### src/rtl/load_store_unit_pkg.sv
// load_store_unit_pkg: RV32I load/store funct3 codes shared by the LSU and its aligner
package load_store_unit_pkg;
  localparam logic [2:0] LB  = 3'b000;
  localparam logic [2:0] LH  = 3'b001;
  localparam logic [2:0] LW  = 3'b010;
  localparam logic [2:0] LBU = 3'b100;
  localparam logic [2:0] LHU = 3'b101;
  localparam logic [2:0] SB  = 3'b000;
  localparam logic [2:0] SH  = 3'b001;
  localparam logic [2:0] SW  = 3'b010;
endpackage

### src/rtl/load_store_unit_align.sv
// lsu_align: store byte-enable/lane replication, load extract/extend, legality and alignment check
module lsu_align
  import load_store_unit_pkg::*;
(
  input  logic        we,
  input  logic [2:0]  funct3,
  input  logic [1:0]  off,
  input  logic [31:0] sdata,
  input  logic [31:0] rdata,
  output logic [3:0]  be,
  output logic [31:0] wdata,
  output logic [31:0] ldata,
  output logic        err
);
  logic [7:0]  b;
  logic [15:0] h;
  logic        illegal;
  logic        misaligned;
  always_comb begin
    b = rdata[{off, 3'b000} +: 8];
    h = rdata[{off[1], 4'b0000} +: 16];
    illegal = we ? (funct3 > SW) : !(funct3 inside {LB, LH, LW, LBU, LHU});
    misaligned = (funct3[1:0] == 2'b01 && off[0]) || (funct3[1:0] == 2'b10 && off != 2'b00);
    err = illegal | misaligned;
    be = !we ? 4'b1111 : funct3[1:0] == 2'b00 ? 4'b0001 << off : funct3[1:0] == 2'b01 ? 4'b0011 << off : 4'b1111;
    wdata = funct3[1:0] == 2'b00 ? {4{sdata[7:0]}} : funct3[1:0] == 2'b01 ? {2{sdata[15:0]}} : sdata;
    ldata = funct3 == LB  ? {{24{b[7]}}, b} :
            funct3 == LBU ? {24'b0, b} :
            funct3 == LH  ? {{16{h[15]}}, h} :
            funct3 == LHU ? {16'b0, h} : rdata;
  end
endmodule

### src/rtl/load_store_unit.sv
// load_store_unit: MEM-stage LSU running one req/gnt/rvalid bus transaction per op and stalling until done
module load_store_unit
  import load_store_unit_pkg::*;
#(
  parameter int ADDR_W = 32
) (
  input  logic              clk,
  input  logic              rst_n,
  input  logic              req_valid,
  input  logic              req_we,
  input  logic [2:0]        req_funct3,
  input  logic [ADDR_W-1:0] req_addr,
  input  logic [31:0]       req_wdata,
  input  logic              flush,
  output logic              mem_req,
  output logic              mem_we,
  output logic [ADDR_W-1:0] mem_addr,
  output logic [3:0]        mem_be,
  output logic [31:0]       mem_wdata,
  input  logic              mem_gnt,
  input  logic              mem_rvalid,
  input  logic [31:0]       mem_rdata,
  output logic              lsu_busy,
  output logic              rsp_valid,
  output logic [31:0]       rsp_rdata,
  output logic              rsp_err
);
  typedef enum logic [1:0] {IDLE, REQ, WAIT, DONE} state_t;
  state_t            state, nstate;
  logic              we_q;
  logic [2:0]        f3_q;
  logic [ADDR_W-1:0] addr_q;
  logic [3:0]        be_q;
  logic [31:0]       wdata_q;
  logic              kill_q;
  logic              idle, accept, in_bus;
  logic [3:0]        a_be;
  logic [31:0]       a_wdata, a_ldata;
  logic              a_err;
  assign idle   = state == IDLE;
  assign accept = idle & req_valid & !flush;
  assign in_bus = state == REQ || state == WAIT;
  // one aligner serves both directions: request fields while idle, latched op afterwards
  lsu_align u_align (
    .we     (idle ? req_we : we_q),
    .funct3 (idle ? req_funct3 : f3_q),
    .off    (idle ? req_addr[1:0] : addr_q[1:0]),
    .sdata  (req_wdata),
    .rdata  (mem_rdata),
    .be     (a_be),
    .wdata  (a_wdata),
    .ldata  (a_ldata),
    .err    (a_err)
  );
  always_comb begin
    nstate = state;
    case (state)
      IDLE:    nstate = accept ? (a_err ? DONE : REQ) : IDLE;
      REQ:     nstate = !mem_gnt ? REQ : !we_q ? WAIT : (kill_q | flush) ? IDLE : DONE;
      WAIT:    nstate = !mem_rvalid ? WAIT : (kill_q | flush) ? IDLE : DONE;
      default: nstate = IDLE;
    endcase
  end
  always_ff @(posedge clk or negedge rst_n) begin
    if (!rst_n) begin
      state     <= IDLE;
      we_q      <= 1'b0;
      f3_q      <= '0;
      addr_q    <= '0;
      be_q      <= '0;
      wdata_q   <= '0;
      kill_q    <= 1'b0;
      rsp_rdata <= '0;
      rsp_err   <= 1'b0;
    end else begin
      state  <= nstate;
      kill_q <= (nstate != IDLE) & (kill_q | (flush & in_bus));
      if (accept) begin
        we_q      <= req_we;
        f3_q      <= req_funct3;
        addr_q    <= req_addr;
        be_q      <= a_be;
        wdata_q   <= a_wdata;
        rsp_rdata <= '0;
        rsp_err   <= a_err;
      end
      if (state == WAIT && mem_rvalid) rsp_rdata <= a_ldata;
    end
  end
  assign mem_req   = state == REQ;
  assign mem_we    = mem_req & we_q;
  assign mem_addr  = mem_req ? {addr_q[ADDR_W-1:2], 2'b00} : '0;
  assign mem_be    = mem_req ? be_q : '0;
  assign mem_wdata = mem_req ? wdata_q : '0;
  assign lsu_busy  = rst_n & (accept | in_bus);
  assign rsp_valid = state == DONE && !flush;
endmodule

### config.mk
export PLATFORM = sky130hd
export DESIGN_NAME = load_store_unit
export DESIGN_NICKNAME = d
export VERILOG_FILES = /design/src/rtl/load_store_unit_pkg.sv /design/src/rtl/load_store_unit_align.sv /design/src/rtl/load_store_unit.sv
export SDC_FILE = /design/constraint.sdc
export NUM_CORES = 1
export LEC_CHECK = 0
export CORE_ASPECT_RATIO = 1.4
export CORE_MARGIN = 2
export CORE_UTILIZATION = 40
export DETAILED_ROUTE_END_ITERATION = 16
export PLACE_DENSITY_LB_ADDON = 0.08
export SLEW_MARGIN = 20
export SYNTH_ARGS = -nofsm -noshare
export SYNTH_HDL_FRONTEND = slang
export SYNTH_SLANG_ARGS = --single-unit
### constraint.sdc
create_clock -name clk -period 2.35 [get_ports clk]
set_input_delay 0.235 -clock clk [delete_from_list [all_inputs] [get_ports clk]]
set_output_delay 0.235 -clock clk [all_outputs]
set_load 0.02 [all_outputs]
After elaboration in Yosys (flattened, before gate mapping):

Cells that the tools add are included.

* input port bits: 106
* register bits after elaboration: 108

* reductions and logical operators: 15
* shift-type cells: 4
* eq/ne operators: 9
* multiplexer cells: 25
* bitwise operators: 10
* order comparisons: 1

Operators by type and width (number)
* 32-bit 2-to-1 mux: 10
* 32-bit by 6-bit indexed part select with 16-bit output: 1
* 32-bit by 6-bit indexed part select with 8-bit output: 1
* 4-bit 2-to-1 mux: 4
* 2-bit 2-to-1 mux: 7
* 1-bit bitwise AND: 6
* 2-bit == test, second input constant: 3
* 3-bit == test, second input constant: 2
* 2-bit one-hot mux with 3 select lines: 1
* 2-bit nonzero test: 3
* 5-bit nonzero test: 1
* 2-bit by 1-bit == test with 1-bit output, second input constant: 2
* 1-bit logical AND: 4
* 2-bit logical NOT: 2
* 1-bit OR: 4
* 1-bit by 2-bit left shift with 4-bit output, first input constant: 1
* 2-bit by 2-bit left shift with 4-bit output, first input constant: 1
* 3-bit by 1-bit == test with 1-bit output, second input constant: 1
* 3-bit by 2-bit == test with 1-bit output, second input constant: 1
* 3-bit by 2-bit > comparator with 1-bit output, second input constant: 1
* 3-bit logical NOT: 1
* 3-bit 2-to-1 mux: 1
* 1-bit logical NOT: 2
* 1-bit logical OR: 2
* 1-bit 2-to-1 mux: 2

Longest topological paths before layout:

Gate-level depths: netlist of run 1.

* word-level depth: 12
* gate-level depth with buffers: 10
* mapped depth without buffers: 8

Cells and area by module:

A second synthesis of run 1 with hierarchy kept.

* cells, all modules: 767
* area, all modules: 6195.9 um2

Modules (own cells, without submodules)
* load_store_unit: cells each 556, area an instance 4850.9 um2, sequential area each 2702.6 um2, instances 1
* lsu_align: cells each 211, area an instance 1345.0 um2, sequential area each 0.0 um2, instances 1

Worst setup path after synthesis of run 1:

No wires, ideal clock.

* kind: register to register
* from: reg state[0]
* to: reg rsp_rdata[13]
* data required time: 2.229 ns
* data arrival time: 2.235 ns
* stages on the path, launching flop included: 11
* slack: -0.006 ns
* cell sequence: dfrtp_1 -> inv_1 -> ha_1 -> buf_6 -> mux2_4 -> buf_6 -> nor3_4 -> buf_8 -> mux2i_1 -> nand2_1 -> a22o_1

* longest elaborated chain between the ends: 8
* elaborated cells on any way between the ends: 19
* those cells by class: eq/ne (4); shift (2); mux (7); bitwise (2); reduce/logical (4)

RTL lines
* start: declaration: RTL line load_store_unit.sv:29 `state_t state, nstate;`
* start signal: assignment: RTL line load_store_unit.sv:76 `state <= nstate;`
* 2-bit logical NOT: RTL line load_store_unit.sv:40 `assign idle = state == IDLE;`
* 2-bit 2-to-1 mux or 3-bit 2-to-1 mux (tied branches): RTL line load_store_unit.sv:47, load_store_unit.sv:46
* 32-bit by 6-bit indexed part select with 16-bit output or 3-bit == test (tied branches): RTL line load_store_unit_align.sv:21, load_store_unit_align.sv:30
* 32-bit 2-to-1 mux: RTL line load_store_unit_align.sv:30 `funct3 == LHU ? {16'b0, h} : rdata;`
* 32-bit 2-to-1 mux: RTL line load_store_unit_align.sv:29 `funct3 == LH ? {{16{h[15]}}, h} :`
* 32-bit 2-to-1 mux: RTL line load_store_unit_align.sv:28 `funct3 == LBU ? {24'b0, b} :`
* 32-bit 2-to-1 mux: RTL line load_store_unit_align.sv:27 `ldata = funct3 == LB ? {{24{b[7]}}, b} :`
* 32-bit 2-to-1 mux: RTL line load_store_unit.sv:87 `if (state == WAIT && mem_rvalid) rsp_rdata <= a_ldata;`
* end signal: assignment: RTL line load_store_unit.sv:87
* end: declaration: RTL line load_store_unit.sv:25 `output logic [31:0] rsp_rdata,`

Parallel ways exist; a longest one is shown, timed or not.
A chain may end at the register's enable or synchronous reset.

Final worst setup path of run 1:

* from: reg state[1]
* to: out mem_wdata[5]

* longest elaborated chain between the ends: 2

RTL lines
* 2-bit by 1-bit == test with 1-bit output: RTL line load_store_unit.sv:90 `assign mem_req = state == REQ;`
* 32-bit 2-to-1 mux: RTL line load_store_unit.sv:94 `assign mem_wdata = mem_req ? wdata_q : '0;`
* end: declaration: RTL line load_store_unit.sv:19 `output logic [31:0] mem_wdata,`

Every way passes these cells.

==> results of run 1 <==
placed cells by master, fill, tap and decap left out, drive strengths merged, types with 4 or more instances in the layout:
master,n
nand2,228
clkdlybuf4s50,180
dfrtp,108
and2,67
nand3,43
buf,39
mux2i,36
dlymetal6s2s,26
a22o,24
o21ai,19
nor2,18
clkbuf,11
o31ai,10
a21oi,9
ha,9
and3,8
o211ai,8
o21a,5
inv,5
a31oi,4
mux2,4
worst paths after layout:
path / to / depth (start not counted) / slack [ns] / startpoint
max reg2reg: rsp_rdata[10] / 10 / 0.12 / state[1]
min in group clk: addr_q[15] / 3 / 0.42 / req_addr[15]
max: mem_wdata[5] / 5 / 0.1 / state[1]
max in group asynchronous: rsp_rdata[1] / 2 / 1.63 / rst_n
min reg2reg: addr_q[25] / 2 / 0.47 / addr_q[25]
min: addr_q[20] / 2 / 0.006 / rst_n
power by group through the flow:
stage                     combinational [W]  clock, W  sequential, W
final                               0.00602   0.00159        0.00319
after global routing                0.00655   0.00171        0.00329
after CTS                           0.00606   0.00162        0.00319
after detailed placement            0.00604         0        0.00321
after global placement              0.00592         0        0.00317
after floorplan                     0.00331         0        0.00334
registers in the layout, summed over array words and instances (netlist names):
register and count:
be_q 4, rsp_rdata 32, addr_q 32, kill_q 1, wdata_q 32, f3_q 3, rsp_err 1, we_q 1
state 2
cell families after synthesis:
kind of cell | count (synthesis)
and+or+nand+nor | 368
buffers and inverters | 53
DFF | 108
muxes | 40
adders and majority gates | 9
AOI/OAI and AO/OA | 88
other | 1
per-stage QoR:
| step | util | hold slack, ns |
|---|---|---|
| final | 0.603 | 0.00577 |
| after global routing | 0.603 | 0.0472 |
| after CTS | 0.597 | 0.0151 |
| after detailed placement | 0.576 | 0.389 |
| after global placement | 0.576 | 0.379 |
| after floorplan | - | -0.0606 |
metal layers:
layer	up-vias	global-route usage
met5	-	0
met4	0	0.114
met3	41	0.0504
met2	201	0.435
met1	2619	0.281
li1	2625	-
worst max-delay path: cells and delay by family, from the launching register on:
family	cells	cell delay [ns]
AND/OR/NAND/NOR	1	0.15
buffers and inverters	3	0.88
flip-flops	1	0.38
adder cells (fa/ha/maj)	1	0.23
cell type report:
| cell class | count | area, um^2 |
|---|---|---|
| Fill cell | 1291 | 5680 |
| Multi-Input combinational cell | 507 | 2880 |
| Sequential cell | 108 | 2700 |
| Timing Repair Buffer | 246 | 2490 |
| Tap cell | 189 | 236 |
| Clock buffer | 10 | 229 |
| Clock inverter | 4 | 76.3 |
| Inverter | 5 | 21.3 |
timing repair:
action / CTS / global route
setup endpoints to repair: 7 / 66
hold buffers: 0 / 0
gates resized for setup: 2 / 34
pin swaps: 0 / 1
==> impl_metrics.toml, run 1 <==
[yosys]
yosysWarnings = 0
synth_xor_area_frac = 0
synth.top_cell.area_share = 0.467
avgSynthCellArea_um2 = 8.68
seq_area_frac_synth = 0.467
synth_top_cell_by_area = "dfrtp_1"
ys_ff_latch = 108
synthSimpleGateAreaFrac = 0.285
yosysMostFrequentCell = "nand2_1"
ys.flop_type = "dfrtp_1"
async_reset_ff_frac = 1.00
synth_compound_gate_area_share = 0.110
synthMuxAreaShare = 0.0741
syn_area_mm2 = 0.00579
synth_cells = 667
synth_fa_ha_area_frac = 0.0194
synth-edff-count = 0
yosysUniqueCellTypes = 40
synth_top_cells_by_count = "228 x nand2_1, 108 x dfrtp_1, 67 x and2_1"
synth_area_leaders = "dfrtp_1 47%, nand2_1 15%, and2_1 7.2%, mux2i_1 5.9%, nand3_1 3.6%"
synth_top_family_by_area = "simple AND/OR/NAND/NOR gates"

[floorplanning]
dieArea_mm2 = 0.0155
start_util = 0.405
ioPinCount = 211
rows = 52
die_h_um = 146
die_x_um = 106
coreArea_mm2 = 0.0143

[detailed_routing]
drt-pass1-iter-count = 5
drt_wl_total_um = 18800
vias_per_cell = 5.13
maxUsedRoutingLayer = "met4"
drtIter0Drc = 211
wl_per_cell_um = 17.6
antenna_violating_nets_post_route = 0
wl_met1_um = 7070
num_vias = 5486
wl_met3_um = 1110
met2_length_um = 9870
drt_drc_violations_left = 0

[setup_path]
cp-start-kind = "flip-flop"
crit_required_ns = 2.12
cp.arrival_ns = 2.02
cpPeakStageDelay_ns = 0.60
crit_chain = "inv_1 > ha_2 > buf_12 > and2_1 > clkdlybuf4s50_1"
critPathCaptureType = "output pin"
worstPathMaxFanout = 40
crit_slowest_cell = "clkdlybuf4s50_1"
worstSetupPathType = "flip-flop to output pin"

[power]
irDropWorstVdd_uv = 687
power_frac_seq = 0.295
pwr-share-clk = 0.147
switching_share = 0.409
net-switching-power_w = 0.00441
p_int_w = 0.00638
power_w = 0.0108
power_density_mw_per_mm2 = 1250
p_leak_nw = 4.40
combPwrFrac = 0.558

[place]
gp_congestion = 0.910
port_buffers = 208
place_inst = 1055
post_dp_cell_area_mm2 = 0.00824
pre_cts_ws_ns = 0.125
post-dp-hpwl_um = 14300

[clock_network]
cts.sinks = 108
htreeDepth = 3
root_buffer = "clkbuf_16"
clk_path_buf_depth = 2
post_cts_buffers = 0
clkTransAtPathRegs_ns = 0.07
cts_tree = "yes"
clock_latency_ns = 0.34
cts_buffers = 9

[timing]
fin_crit_sh = 0.959
fin_setup_tns_ns = 0
max_freq_ghz = 0.444
skew_ns = 0.00705
finalCriticalPeriod_ns = 2.25
finalMaxSlewViolations = 0
setup_viol = 0
rsz0062_at_grt = "yes"
setup_ws_ns = 0.0965
max_slew_margin = 0.246
hold_viol_final = 0
tightestPinTransition_ns = 1.13

[global_route]
grt_max_degree = 68
grt-ovfl-total = 0
grt_first_pass_wirelength_um = 29900
grt_pass1_vias = 5704
grt_util_all_layers = 0.246
antenna_found_initial = 0

[job]
cap_viol_max_count = 0

[finish]
design_area_mm2 = 0.00864
area_growth_pct = 49.2
fin_cells = 1069
nNetsFinal = 992
drive_gt1_frac = 0.0830
n_antenna_cell = 0

[outcome]
status = "completed"

[min_path]
holdCritPathClass = "input port to asynchronous set/reset pin"
Power figures use the tool's default switching activity.
==> run 2, diff against run 1 <==
--- a/config.mk
+++ b/config.mk
@@ -9,7 +9,7 @@
 export CORE_MARGIN = 2
 export CORE_UTILIZATION = 40
 export DETAILED_ROUTE_END_ITERATION = 16
-export PLACE_DENSITY_LB_ADDON = 0.08
+export PLACE_DENSITY = 0.87
 export SLEW_MARGIN = 20
 export SYNTH_ARGS = -nofsm -noshare
 export SYNTH_HDL_FRONTEND = slang
==> run 2 against run 1 <==
Compared with the run above:
- worst hold slack better by 0.33 ns
- combinational power down 3%
- count of clock-buffer cells in the layout down 1
- global-route usage down 1.1 points
- sequential share of layout area about the same
- via count up 3.3%
- critical path depth up 5
- sequential power about the same
- power down 2.6%
- clock skew up 0.0015 ns
- clock power down 8%
==> impl_metrics.toml, run 2 (same netlist as run 1, synthesis figures left out) <==
[setup_path]
crit_chain = "inv_1 > ha_1 > buf_6 > mux2i_1 > buf_4 > nor3_4 > buf_6 > mux2i_1 > nand2_1 > a22o_1"
worstSetupPathType = "flip-flop to flip-flop"
crit_family = "buffers and inverters"
crit_slowest_cell = "dfrtp_1"
critPathCaptureType = "flip-flop"
cp-start-kind = "flip-flop"
cp_num_buf_inv = 4
crit_required_ns = 2.59
worstPathMaxFanout = 10
cpPeakStageDelay_ns = 0.41
cp.arrival_ns = 2.48

[timing]
max_freq_ghz = 0.446
skew_ns = 0.00853
finalMaxSlewViolations = 0
hold_viol_final = 0
tightestPinTransition_ns = 0.662
rsz0062_at_grt = "no"
setup_viol = 0
fin_crit_sh = 0.954
finalCriticalPeriod_ns = 2.24
max_slew_margin = 0.558
fin_setup_tns_ns = 0
setup_ws_ns = 0.107

[global_route]
grt-ovfl-total = 0
grt_first_pass_wirelength_um = 29000
grt_util_all_layers = 0.235
grt_max_degree = 71
antenna_found_initial = 0
grt_pass1_vias = 5621

[power]
irDropWorstVdd_uv = 789
p_leak_nw = 4.98
power_density_mw_per_mm2 = 1220

[detailed_routing]
drt_wl_total_um = 18900
drtIter0Drc = 308
drt_drc_violations_left = 0
antenna_violating_nets_post_route = 0
drt-pass1-iter-count = 5
wl_per_cell_um = 17.7
vias_per_cell = 5.30
num_vias = 5665

[clock_network]
cts.sinks = 108
clkTransAtPathRegs_ns = 0.08
clk_path_buf_depth = 2
cts_tree = "yes"
root_buffer = "clkbuf_16"
cts_buffers = 9
htreeDepth = 3
clock_latency_ns = 0.35

[floorplanning]
ioPinCount = 211
rows = 52
die_x_um = 106
coreArea_mm2 = 0.0143
start_util = 0.405
dieArea_mm2 = 0.0155
die_h_um = 146

[job]
cap_viol_max_count = 0

[place]
pre_cts_ws_ns = 0.0882
gp_congestion = 0.883
post-dp-hpwl_um = 13400
port_buffers = 208

[finish]
drive_gt1_frac = 0.0785
n_antenna_cell = 0
nNetsFinal = 989
fill_cells = 1189
layout_common_cells = "227 x nand2_1, 139 x clkdlybuf4s50_1, 108 x dfrtp_1"
reg.largest.list = "addr_q: 32 flops, rsp_rdata: 32 flops, wdata_q: 32 flops"
layout_commonest_cell = "nand2_1"
area_growth_pct = 49.3
final_util = 0.604

[outcome]
status = "completed"

[min_path]
holdCritPathClass = "input port to asynchronous set/reset pin"
## run 2: changes by cell type in the layout (fill, tap and decap cells not counted), moves of 2 or more
cell	previous run	this run
clkdlybuf4s50_1	180	139
bufinv_16	2	0
inv_8	0	2
dlygate4sd2_1	0	9
clkinv_4	1	3
buf_12	5	2
buf_4	33	29
dlymetal6s2s_1	26	58
buf_6	0	3
clkinv_2	0	2
## run 2: worst reg2reg max path, stage by stage (launching register included)
cell and delay, ns:
dfrtp_1 0.41, inv_1 0.09, ha_1 0.21, buf_6 0.19, mux2i_1 0.15, buf_4 0.19
nor3_4 0.24, buf_6 0.18, mux2i_1 0.21, nand2_1 0.07, a22o_1 0.20
## run 2: what timing repair did
action                                  in CTS  in global routing
setup buffers                                0                  3
pin swaps                                    0                  0
endpoints found under the setup margin      10                 91
hold buffers                                 1                  0
endpoints found under the hold margin       19                  0
cloned                                       0                  1
resized for setup                           10                 64
## run 2: report_power, final
group,switching [W],internal [W],total [W],leakage [nW]
logic,0.00324,0.00261,0.00585,3.48
registers,0.000494,0.00271,0.00320,1.36
clock network,0.000733,0.000738,0.00147,0.143
total,0.00447,0.00605,0.0105,4.98
## run 2: through the flow
stage	hold slack, ns	cells	power (W)	area [um^2]
2_1_floorplan	-0.0606	668	0.00665	5790
3_3_place_gp	0.136	1047	0.00886	8150
3_5_place_dp	0.142	1047	0.00901	8150
4_1_cts	0.327	1064	0.0105	8430
5_1_grt	0.347	1068	0.0112	8650
6_report	0.333	1068	0.0105	8650
## run 2: path summary, 6_finish.rpt
kind | from | endpoint | slack [ns] | depth (start not counted)
max | state[1] | rsp_rdata[11] | 0.11 | 10
min | rst_n | rsp_err | 0.33 | 2
max reg2reg | state[1] | rsp_rdata[11] | 0.11 | 10
min reg2reg | wdata_q[7] | wdata_q[7] | 0.47 | 2
max in group asynchronous | rst_n | wdata_q[13] | 1.05 | 3
min in group clk | req_addr[9] | addr_q[9] | 0.41 | 3
## run 2: cell type report
cell class / instances / area [um^2] / share of cell area
Clock buffer: 9 / 225 / 0.0260
Clock inverter: 7 / 58.8 / 0.00680
Inverter: 5 / 21.3 / 0.00246
Multi-Input combinational cell: 507 / 2870 / 0.332
Sequential cell: 108 / 2700 / 0.313
Tap cell: 189 / 236 / 0.0274
Timing Repair Buffer: 243 / 2530 / 0.293
## run 2: layer usage
layer	global-route usage	routed length, um	share of wire	vias to the layer above
met2	0.414	10100	0.54	229
met5	0	0	0	-
met1	0.285	7320	0.39	2773
met4	0.103	590	0.031	0
met3	0.0308	823	0.044	40
li1	-	-	-	2623
==> run 3, diff against run 2 <==
--- a/config.mk
+++ b/config.mk
@@ -10,6 +10,7 @@
 export CORE_UTILIZATION = 40
 export DETAILED_ROUTE_END_ITERATION = 16
 export PLACE_DENSITY = 0.87
+export REMOVE_ABC_BUFFERS = 1
 export SLEW_MARGIN = 20
 export SYNTH_ARGS = -nofsm -noshare
 export SYNTH_HDL_FRONTEND = slang
==> run 3 against run 2 <==
Compared with the run above:
- worst hold slack lost 0.26 ns
- maximum frequency grew 0.45%
- worst setup slack better by 0.010 ns
- count of clock-buffer cells in the layout up 1
- sequential power hardly changed
- non-clock buffer count unchanged
- design area grew 0.84%
- register-to-register slack barely moved
- global-route usage decreased by 1.1 points
- power increased by 1.2%
- largest cell class unchanged
- core utilization grew 0.51 points
- combinational power rose by 0.7%
==> impl_metrics.toml, run 3 (same netlist as run 1, synthesis figures left out) <==
[outcome]
status = "completed"

[setup_path]
critPathCaptureType = "flip-flop"
cp_num_buf_inv = 3
crit_slowest_cell = "dfrtp_1"
worstSetupPathType = "flip-flop to flip-flop"
crit_family = "multiplexers"
crit_chain = "inv_1 > ha_2 > buf_6 > mux2_4 > nor3_4 > buf_12 > mux2i_1 > nand2_1 > a22o_1"
cp.arrival_ns = 2.46
cp-start-kind = "flip-flop"
rrSetupSlack_ns = 0.12
worstPathMaxFanout = 14
cpPeakStageDelay_ns = 0.39
crit_required_ns = 2.57

[place]
post-dp-hpwl_um = 12500
port_buffers = 208
gp_congestion = 0.847

[timing]
finalMaxSlewViolations = 0
finalCriticalPeriod_ns = 2.23
tightestPinTransition_ns = 0.767
fin_crit_sh = 0.950
max_slew_margin = 0.489
rsz0062_at_grt = "no"
fin_setup_tns_ns = 0
max_freq_ghz = 0.448
skew_ns = 0.0101
setup_viol = 0
hold_viol_final = 0

[min_path]
holdCritPathClass = "input port to asynchronous set/reset pin"

[finish]
reg.largest.list = "addr_q: 32 flops, rsp_rdata: 32 flops, wdata_q: 32 flops"
layout_common_cells = "228 x nand2_1, 139 x clkdlybuf4s50_1, 108 x dfrtp_1"
n_antenna_cell = 0
drive_gt1_frac = 0.0796
area_growth_pct = 50.6
nNetsFinal = 989
layout_commonest_cell = "nand2_1"

[power]
p_leak_nw = 5.09
irDropWorstVdd_uv = 738
power_density_mw_per_mm2 = 1220
power_w = 0.0106

[floorplanning]
dieArea_mm2 = 0.0155
coreArea_mm2 = 0.0143
die_x_um = 106
ioPinCount = 211
die_h_um = 146
rows = 52
start_util = 0.405

[global_route]
grt_util_all_layers = 0.224
grt_pass1_vias = 5326
grt_max_degree = 71
antenna_found_initial = 0
grt-ovfl-total = 0
grt_first_pass_wirelength_um = 27700

[detailed_routing]
num_vias = 5552
drt_drc_violations_left = 0
antenna_violating_nets_post_route = 0
drtIter0Drc = 259
vias_per_cell = 5.20
wl_per_cell_um = 16.8
drt-pass1-iter-count = 5
drt_wl_total_um = 18000

[clock_network]
clock_latency_ns = 0.34
clkTransAtPathRegs_ns = 0.08
cts_buffers = 9
ctsHoldBuffers = 0
htreeDepth = 3
root_buffer = "clkbuf_16"
cts_tree = "yes"
cts.sinks = 108
clk_path_buf_depth = 2

[job]
cap_viol_max_count = 0
run 3: cell count changes in the layout (fill, tap and decap cells not counted), sizes merged, moves of 2 or more:
| cell | delta |
|---|---|
| clkinv | -3 |
| clkinvlp | +2 |
| dlygate4sd2 | -7 |
| dlymetal6s2s | +8 |
run 3: path summary, 6_finish.rpt:
check                             startpoint             to  depth (start not counted)
worst max-delay path                state[0]  rsp_rdata[10]                          9
worst min-delay path                   rst_n        rsp_err                          2
worst max register to register      state[0]  rsp_rdata[10]                          9
worst min register to register    addr_q[11]     addr_q[11]                          2
max in group asynchronous              rst_n  rsp_rdata[26]                          2
min in group clk                req_addr[11]     addr_q[11]                          3
run 3: where the power goes:
part | total (W) | leakage (nW) | internal, W | switching [W]
Clock | 0.00156 | 0.145 | 0.000864 | 0.000696
Sequential | 0.00319 | 1.36 | 0.00271 | 0.000480
Combinational | 0.00589 | 3.59 | 0.00267 | 0.00322
run 3: layout make-up:
cell class	count	area (um^2)
Clock buffer	10	239
Clock inverter	6	71.3
Fill cell	1204	5600
Inverter	5	21.3
Multi-Input combinational cell	507	2870
Sequential cell	108	2700
Tap cell	189	236
Timing Repair Buffer	243	2580
run 3: metal layers:
| metal | GRT usage | share of wire | vias to the layer above |
|---|---|---|---|
| li1 | - | - | 2626 |
| met3 | 0.0442 | 0.062 | 30 |
| met5 | 0 | 0 | - |
| met2 | 0.399 | 0.52 | 223 |
| met4 | 0.0625 | 0.018 | 0 |
| met1 | 0.273 | 0.40 | 2673 |
run 3: timing repair:
item                       4_1_cts  5_1_grt
gates resized for setup          2       68
setup endpoints to repair        2       76
buffers inserted                 0        0
cloned                           0        1
pin swaps                        0        0
run 3: per-stage QoR:
| step | hold slack (ns) | util | setup WS [ns] | cell area [um^2] | std cells |
|---|---|---|---|---|---|
| after global routing | 0.120 | 0.609 | 0.0121 | 8720 | 1068 |
| after detailed placement | 0.455 | 0.574 | 0.0432 | 8210 | 1051 |
| after global placement | 0.449 | 0.574 | 0.139 | 8210 | 1051 |
| after CTS | 0.0951 | 0.595 | 0.00243 | 8520 | 1067 |
| final | 0.0743 | 0.609 | 0.117 | 8720 | 1068 |
| after floorplan | -0.0606 | - | -1.75 | 5560 | 620 |
